--- src/rtl/fp_int_converter.sv ---
// fp_int_converter: two-stage pipelined IEEE-754 <-> integer converter.
// Both directions share one elastic datapath; the direction is chosen per transaction.
//
// Ports:
//   clk, rst_n        clock (rising edge) and synchronous active-low reset
//   in_valid/in_ready input handshake
//   in_mode           0 = int->fp, 1 = fp->int
//   in_signed         integer side is two's complement (1) or unsigned (0)
//   in_data           operand, LSB-aligned
//   in_rmode          rounding mode, present only with FP_CONV_RMODE_EN:
//                     00 RNE, 01 RTZ, 10 RDN, 11 RUP
//   out_valid/out_ready output handshake
//   out_data          result, LSB-aligned, upper bits zero
//   out_flags         {NV, OF, NX}
//
// Optional macro FP_CONV_RMODE_EN adds in_rmode; without it rounding is fixed to RNE.
module fp_int_converter #(
    parameter int EXP_BITS  = 8,
    parameter int FRAC_BITS = 23,
    parameter int INT_WIDTH = 32,
    localparam int DATA_W   = ((1 + EXP_BITS + FRAC_BITS) > INT_WIDTH)
                              ? (1 + EXP_BITS + FRAC_BITS) : INT_WIDTH
) (
    input  logic              clk,
    input  logic              rst_n,
    input  logic              in_valid,
    output logic              in_ready,
    input  logic              in_mode,
    input  logic              in_signed,
`ifdef FP_CONV_RMODE_EN
    input  logic [1:0]        in_rmode,
`endif
    input  logic [DATA_W-1:0] in_data,
    output logic              out_valid,
    input  logic              out_ready,
    output logic [DATA_W-1:0] out_data,
    output logic [2:0]        out_flags
);

    localparam int E    = EXP_BITS;
    localparam int F    = FRAC_BITS;
    localparam int W    = INT_WIDTH;
    localparam int BIAS = (1 << (E - 1)) - 1;
    localparam int EMAX = (1 << E) - 1;
    localparam int LZW  = $clog2(W + 1);
    // Alignment width: W integer bits plus F+2 fraction bits keeps
    // every value with exponent >= -1 exact after the shift.
    localparam int AW   = W + F + 2;

    localparam logic [W-1:0] SMAX = {1'b0, {(W - 1){1'b1}}};
    localparam logic [W-1:0] SMIN = {1'b1, {(W - 1){1'b0}}};
    localparam logic [W-1:0] UMAX = '1;

    typedef struct packed {
        logic               mode;
        logic               sgn_int;
        logic [1:0]         rm;
        logic               sign;
        logic               zero;
        logic               nan;
        logic               inf;
        logic               big;
        logic signed [31:0] exp;
        logic [W-1:0]       mag;
        logic               guard;
        logic               sticky;
    } s1_t;

    function automatic logic round_up(
        input logic [1:0] rm,
        input logic       sign,
        input logic       lsb,
        input logic       g,
        input logic       s
    );
        unique case (rm)
            2'b00:   round_up = g && (s || lsb);
            2'b01:   round_up = 1'b0;
            2'b10:   round_up = sign && (g || s);
            default: round_up = !sign && (g || s);
        endcase
    endfunction

    logic [1:0] rm_in;
`ifdef FP_CONV_RMODE_EN
    assign rm_in = in_rmode;
`else
    assign rm_in = 2'b00;
`endif

    logic s1_valid;
    s1_t  s1_q;
    s1_t  s1_d;
    logic s2_ready;
    logic s1_adv;

    assign s2_ready = !out_valid || out_ready;
    assign s1_adv   = s1_valid && s2_ready;
    assign in_ready = rst_n && (!s1_valid || s1_adv);

    // ---------------- S1: unpack, magnitude, LZC, align ----------------
    logic [W-1:0]       ival;
    logic               ineg;
    logic [W-1:0]       imag;
    logic [LZW-1:0]     lz;
    logic               fsign;
    logic [E-1:0]       fexp;
    logic [F-1:0]       ffrac;
    logic [F:0]         fman;
    logic signed [31:0] fe;
    logic [31:0]        sh;
    logic [AW-1:0]      fvec;

    always_comb begin
        s1_d    = '0;
        ival    = in_data[W-1:0];
        ineg    = in_signed && ival[W-1];
        imag    = ineg ? -ival : ival;
        lz      = LZW'(W);
        for (int i = 0; i < W; i++) begin
            if (imag[i]) lz = LZW'(W - 1 - i);
        end
        fsign   = in_data[E+F];
        fexp    = in_data[E+F-1:F];
        ffrac   = in_data[F-1:0];
        fman    = {|fexp, ffrac};
        fe      = (fexp == '0) ? 32'(1 - BIAS)
                               : 32'(fexp) - 32'(BIAS);
        sh      = (fe >= -1 && fe <= W - 1) ? 32'(fe + 2) : 32'd0;
        fvec    = AW'(fman) << sh;

        s1_d.mode    = in_mode;
        s1_d.sgn_int = in_signed;
        s1_d.rm      = rm_in;
        if (in_mode) begin
            s1_d.sign = fsign;
            s1_d.nan  = (&fexp) && (|ffrac);
            s1_d.inf  = (&fexp) && !(|ffrac);
            s1_d.big  = !(&fexp) && (fe > W - 1);
            if (fe < -1) begin
                // |x| < 0.5: only stickiness survives
                s1_d.sticky = |fman;
            end else begin
                s1_d.mag    = fvec[AW-1 -: W];
                s1_d.guard  = fvec[F+1];
                s1_d.sticky = |fvec[F:0];
            end
        end else begin
            s1_d.sign = ineg;
            s1_d.zero = (imag == '0);
            s1_d.mag  = imag << lz;
            s1_d.exp  = 32'(W - 1) - 32'(lz);
        end
    end

    // ---------------- S2: round, exponent adjust, pack, flags ----------------
    logic [AW-1:0]      ext;
    logic [F:0]         mant;
    logic               i_g;
    logic               i_s;
    logic               i_up;
    logic [F+1:0]       mr;
    logic signed [31:0] be;
    logic               f_up;
    logic [W:0]         r;
    logic               f_nx;
    logic               sat_fin;
    logic [E+F:0]       res_f;
    logic [W-1:0]       res_i;
    logic               nv;
    logic               of;
    logic               nx;

    always_comb begin
        ext     = {s1_q.mag, {(F + 2){1'b0}}};
        mant    = ext[AW-1 -: F+1];
        i_g     = ext[AW-F-2];
        i_s     = |ext[AW-F-3:0];
        i_up    = round_up(s1_q.rm, s1_q.sign, mant[0], i_g, i_s);
        mr      = {1'b0, mant} + (F + 2)'(i_up);
        be      = s1_q.exp + BIAS + 32'(mr[F+1]);
        f_up    = round_up(s1_q.rm, s1_q.sign, s1_q.mag[0],
                           s1_q.guard, s1_q.sticky);
        r       = {1'b0, s1_q.mag} + (W + 1)'(f_up);
        f_nx    = s1_q.guard | s1_q.sticky;
        // Directed modes that never round away from zero saturate finite
        sat_fin = (s1_q.rm == 2'b01)
               || (s1_q.rm == 2'b10 && !s1_q.sign)
               || (s1_q.rm == 2'b11 && s1_q.sign);
        res_f   = '0;
        res_i   = '0;
        nv      = 1'b0;
        of      = 1'b0;
        nx      = 1'b0;

        if (!s1_q.mode) begin
            if (!s1_q.zero) begin
                if (be >= EMAX) begin
                    of = 1'b1;
                    nx = 1'b1;
                    res_f = sat_fin
                          ? {s1_q.sign, E'(EMAX - 1), {F{1'b1}}}
                          : {s1_q.sign, {E{1'b1}}, {F{1'b0}}};
                end else begin
                    nx = i_g | i_s;
                    res_f = {s1_q.sign, be[E-1:0],
                             mr[F+1] ? mr[F:1] : mr[F-1:0]};
                end
            end
        end else if (s1_q.nan) begin
            nv = 1'b1;
            res_i = s1_q.sgn_int ? SMAX : UMAX;
        end else if (s1_q.inf || s1_q.big) begin
            nv = 1'b1;
            res_i = s1_q.sign ? (s1_q.sgn_int ? SMIN : '0)
                              : (s1_q.sgn_int ? SMAX : UMAX);
        end else if (s1_q.sgn_int) begin
            if (!s1_q.sign) begin
                if (r[W] || r[W-1]) begin
                    nv = 1'b1;
                    res_i = SMAX;
                end else begin
                    nx = f_nx;
                    res_i = r[W-1:0];
                end
            end else if (r[W] || (r[W-1] && (|r[W-2:0]))) begin
                nv = 1'b1;
                res_i = SMIN;
            end else begin
                nx = f_nx;
                res_i = -r[W-1:0];
            end
        end else begin
            if (!s1_q.sign) begin
                if (r[W]) begin
                    nv = 1'b1;
                    res_i = UMAX;
                end else begin
                    nx = f_nx;
                    res_i = r[W-1:0];
                end
            end else if (r != '0) begin
                nv = 1'b1;
            end else begin
                nx = f_nx;
            end
        end
    end

    always_ff @(posedge clk) begin
        if (!rst_n) begin
            s1_valid  <= 1'b0;
            s1_q      <= '0;
            out_valid <= 1'b0;
            out_data  <= '0;
            out_flags <= '0;
        end else begin
            if (in_ready) begin
                s1_valid <= in_valid;
                if (in_valid) s1_q <= s1_d;
            end
            if (s2_ready) begin
                out_valid <= s1_valid;
                if (s1_valid) begin
                    out_data  <= s1_q.mode ? DATA_W'(res_i) : DATA_W'(res_f);
                    out_flags <= {nv, of, nx};
                end
            end
        end
    end

endmodule

--- config.mk ---
export PLATFORM = sky130hd
export DESIGN_NAME = fp_int_converter
export DESIGN_NICKNAME = d
export VERILOG_FILES = /design/src/rtl/fp_int_converter.sv
export SDC_FILE = /design/constraint.sdc
export NUM_CORES = 1
export LEC_CHECK = 0
export ABC_AREA = 1
export CAP_MARGIN = 20
export CORE_ASPECT_RATIO = 1.4
export CORE_UTILIZATION = 40
export CTS_BUF_LIST = sky130_fd_sc_hd__clkbuf_8 sky130_fd_sc_hd__clkbuf_16
export CTS_CLUSTER_SIZE = 14
export DETAILED_ROUTE_END_ITERATION = 6
export RECOVER_POWER = 25
export SYNTH_ARGS = -nofsm -noshare
export SYNTH_HDL_FRONTEND = slang
export SYNTH_SLANG_ARGS = --single-unit
--- constraint.sdc ---
create_clock -name clk -period 5.7 [get_ports clk]
set_input_delay 0.855 -clock clk [delete_from_list [all_inputs] [get_ports clk]]
set_output_delay 0.855 -clock clk [all_outputs]
set_load 0.05 [all_outputs]
==> results_dict.tcl, run 1 <==
set metrics [dict create \
    ys_types 68 \
    rows 74 \
    reg2reg_from "s1_q[1]" \
    fin_crit_sh 0.9397 \
    grt_max_degree 50 \
    start_util 0.4073 \
    layout.nets 2389 \
    routedWlPerCell_um 20.55 \
    synth_seq_cells 84 \
    cts_hold_buf 0 \
    cp-end-kind "flop" \
    cts_buffers 9 \
    maxCapViolCount 1 \
    p_total_w 0.002938 \
    portBuffers 74 \
    place_inst 2695 \
    grt_pass1_vias 14830 \
    clkLatencyLatePin_ns 0.37 \
    dr.pass1.iters 7 \
    grt_usage 0.3679 \
    peakVddDrop_uv 144.6 \
    io_pins 75 \
    worstPathArrival_ns 5.65 \
    rr_worst_depth 26 \
    path_delay_family "simple AND/OR/NAND/NOR gates" \
    power.density_mw_per_mm2 202.2 \
    fin_cells 2716 \
    report.final.slew_viol_count 34 \
    hold_end "out_flags[1]" \
    die_h_um 206.2 \
    clk_pin_slew_ns 0.07 \
    p_sw_w 0.001435 \
    skew_ns 0.008617 \
    max_freq_ghz 0.1867 \
    vias 15406 \
    fp.coreArea_mm2 0.02926 \
    r2r_slack_ns 1.00 \
    avgViaCountPerCell 5.672 \
    layout_common_cells "nand2_1, nand3_1, inv_1, nor2_1, buf_4" \
    p_seq_frac 0.233 \
    ys.flop_type "dfxtp_1" \
    route.detailed.drc 9 \
    first_iter_violations 959 \
    dieArea_mm2 0.03050 \
    critPathMaxFanout 15 \
    p_sw_frac 0.4883 \
    p_leak_nw 6.788 \
    drt.antenna.violating_nets 0 \
    hold_path_depth 2 \
    syn_nets 2241 \
    worstSetupStartpointType "input port" \
    syn_to_final_growth_pct 21.91 \
    violations "DRC, capacitance limit, slew limit" \
    synth_top_area_frac 0.1937 \
    async_reset_ff_frac 0 \
    hold_violations 0 \
    mostFrequentLayoutCell "nand2_1" \
    finalSetupViolations 0 \
    drive_gt1_frac 0.1233 \
    worst_pin_slew_ns 1.855 \
    slowest_delay_ns 0.42 \
    power.share.clock 0.200 \
    h-tree-depth 3 \
    ys_seq_area_frac 0.1411 \
    hold_slack_ns 0.4448 \
    syn_inst 2183 \
    slowest_stage "clkdlybuf4s50_1" \
    synth_area_leaders "nand2_1, dfxtp_1, nand3_1, inv_1, nor2_1" \
    period_needed_ns 5.356 \
    antenna_found_initial 0 \
    critPathBufInv 7 \
    hpwl_mm 45.74 \
    synth_area_per_cell_um2 5.459 \
    cts_tree "built" \
    wl_mm 55.82 \
    yosysTopAreaCell "nand2_1" \
    cpMostUsedCell "nand2_1" \
    synth_edf_count 0 \
    cp.required_ns 5.99 \
    grt_pass1_wl_mm 84.93 \
    maxSlewHeadroom -0.2366 \
    final_util 0.4966 \
    status "complete, but fails checks" \
    critical_path_class "input port to flop" \
    numClockSinks 84 \
    hp-class "flop to flop" \
    grt-ovfl-total 0 \
    hp-start "out_flags[1]" \
    comb_power_share 0.567 \
    dieWidth_um 147.9 \
    cts-root-buf "clkbuf_16" \
    setup_tns_ns 0 \
    antenna_cells 0 \
    synth_warnings 0 \
    gp_congestion 1.013 \
    p_int_w 0.001504 \
    r2r-end "out_data[17]" \
    ctsLongestPathBuffers 2 \
    syn_area_mm2 0.01192 \
]
[worst reg2reg max path: stages (launching register included)]
cell	delay [ns]
dfxtp_1	0.44
o21a_1	0.16
ha_1	0.16
ha_1	0.16
nand2_1	0.08
nor2_1	0.15
and3_1	0.24
nand3_2	0.13
nor2_2	0.20
nand2_1	0.17
nor2_2	0.16
nand4_1	0.21
xor2_1	0.28
nor2_1	0.29
nand2_1	0.12
nor4_1	0.26
nand4_1	0.11
nand2_1	0.07
nand2_1	0.06
buf_4	0.23
nor3_1	0.16
a211oi_1	0.06
o22ai_1	0.33
nand2_1	0.10
nand2_1	0.08
nand2_1	0.08
a21oi_1	0.13
[cell type report]
| cell class | count | area [µm²] |
|---|---|---|
| Clock buffer | 9 | 225.2 |
| Clock inverter | 7 | 60.06 |
| Fill cell | 3274 | 14730 |
| Inverter | 236 | 889.6 |
| Multi-Input combinational cell | 1750 | 9041 |
| Sequential cell | 84 | 1682 |
| Tap cell | 380 | 475.5 |
| Timing Repair Buffer | 250 | 2156 |
[power by group through the flow]
stage                     Clock, W  Combinational, W  Sequential, W
after floorplan                  0          0.000961       0.000724
after global placement           0           0.00161       0.000695
after detailed placement         0           0.00161       0.000696
after CTS                 0.000599           0.00162       0.000683
after global routing      0.000619           0.00182       0.000688
final                     0.000589           0.00167       0.000684
[synthesized netlist by cell type (5+ instances only)]
cell and n:
a21oi_1 117, a221oi_1 5, a22oi_1 10, a31oi_1 25
a41oi_1 7, buf_2 26, clkbuf_1 77, dfxtp_1 84
ha_1 20, inv_1 224, inv_2 10, mux2i_1 8
nand2_1 615, nand2_2 6, nand3_1 237, nand4_1 23
nor2_1 206, nor2_2 10, nor2_4 6, nor3_1 49
nor4_1 11, o211ai_1 15, o21ai_0 149, o21ai_1 43
o21ai_2 5, o221ai_1 7, o22ai_1 19, o311ai_0 8
xor2_1 87
[worst max path at each step]
stage | from | cells past startpoint | slack (ns) | end
after floorplan | in_data[23] | 35 | 0.79 | s1_q[0]
after global routing | in_data[23] | 34 | -0.05 | s1_q[0]
after CTS | in_data[23] | 33 | 0.1 | ext[28]
final | in_data[23] | 37 | 0.34 | s1_q[0]
after global placement | in_data[23] | 33 | -0.59 | ext[28]
after detailed placement | in_data[23] | 33 | -0.64 | ext[28]
[state kept, by name (all words and copies together), names as in the netlist]
register / flops
s1_valid: 1
ext: 32
s1_q: 15
out_data: 32
out_flags: 3
out_valid: 1
[cell families after synthesis]
logic type                 count (synthesis)  share of synthesized area
buffers and inverters                    349                     0.1159
xor gates and xnor gates                  91                    0.06688
and+or+nand+nor                         1194                     0.4375
DFF                                       84                     0.1411
adders and majority gates                 20                    0.02100
muxes                                      8                   0.006719
AOI/OAI and AO/OA                        437                     0.2109
[layer usage]
layer	global-route usage	share of wire	vias to the layer above
met2	0.6718	0.50	545
met5	0	0	-
met4	0.3391	0.10	0
met1	0.3667	0.36	7108
li1	-	-	7543
met3	0.03775	0.038	210
[repair_timing]
| action | 4_1_cts | 5_1_grt |
|---|---|---|
| resized for setup | 2 | 52 |
| pin swaps | 0 | 16 |
| setup endpoints to repair | 1 | 34 |
| setup buffers | 0 | 4 |
[per-stage QoR]
step	setup slack, ns	instance area, µm²
3_3_place_gp	-0.5920	14030
5_1_grt	-0.04757	14530
3_5_place_dp	-0.6441	14030
6_report	0.3439	14530
4_1_cts	0.09694	14330
2_1_floorplan	0.7854	11920
(Power assumes the default switching activity.)
==> run 2, diff against run 1 <==
Settings changed: TNS_END_PERCENT set to 100.
==> results of run 2 <==
The final DEF is identical to that of run 1; final timing and power are the same.
==> run 3, diff against run 2 <==
Settings changed: RECOVER_POWER 25 to 50.
==> results of run 3 <==
The final DEF is identical to that of run 1; final timing and power are the same.
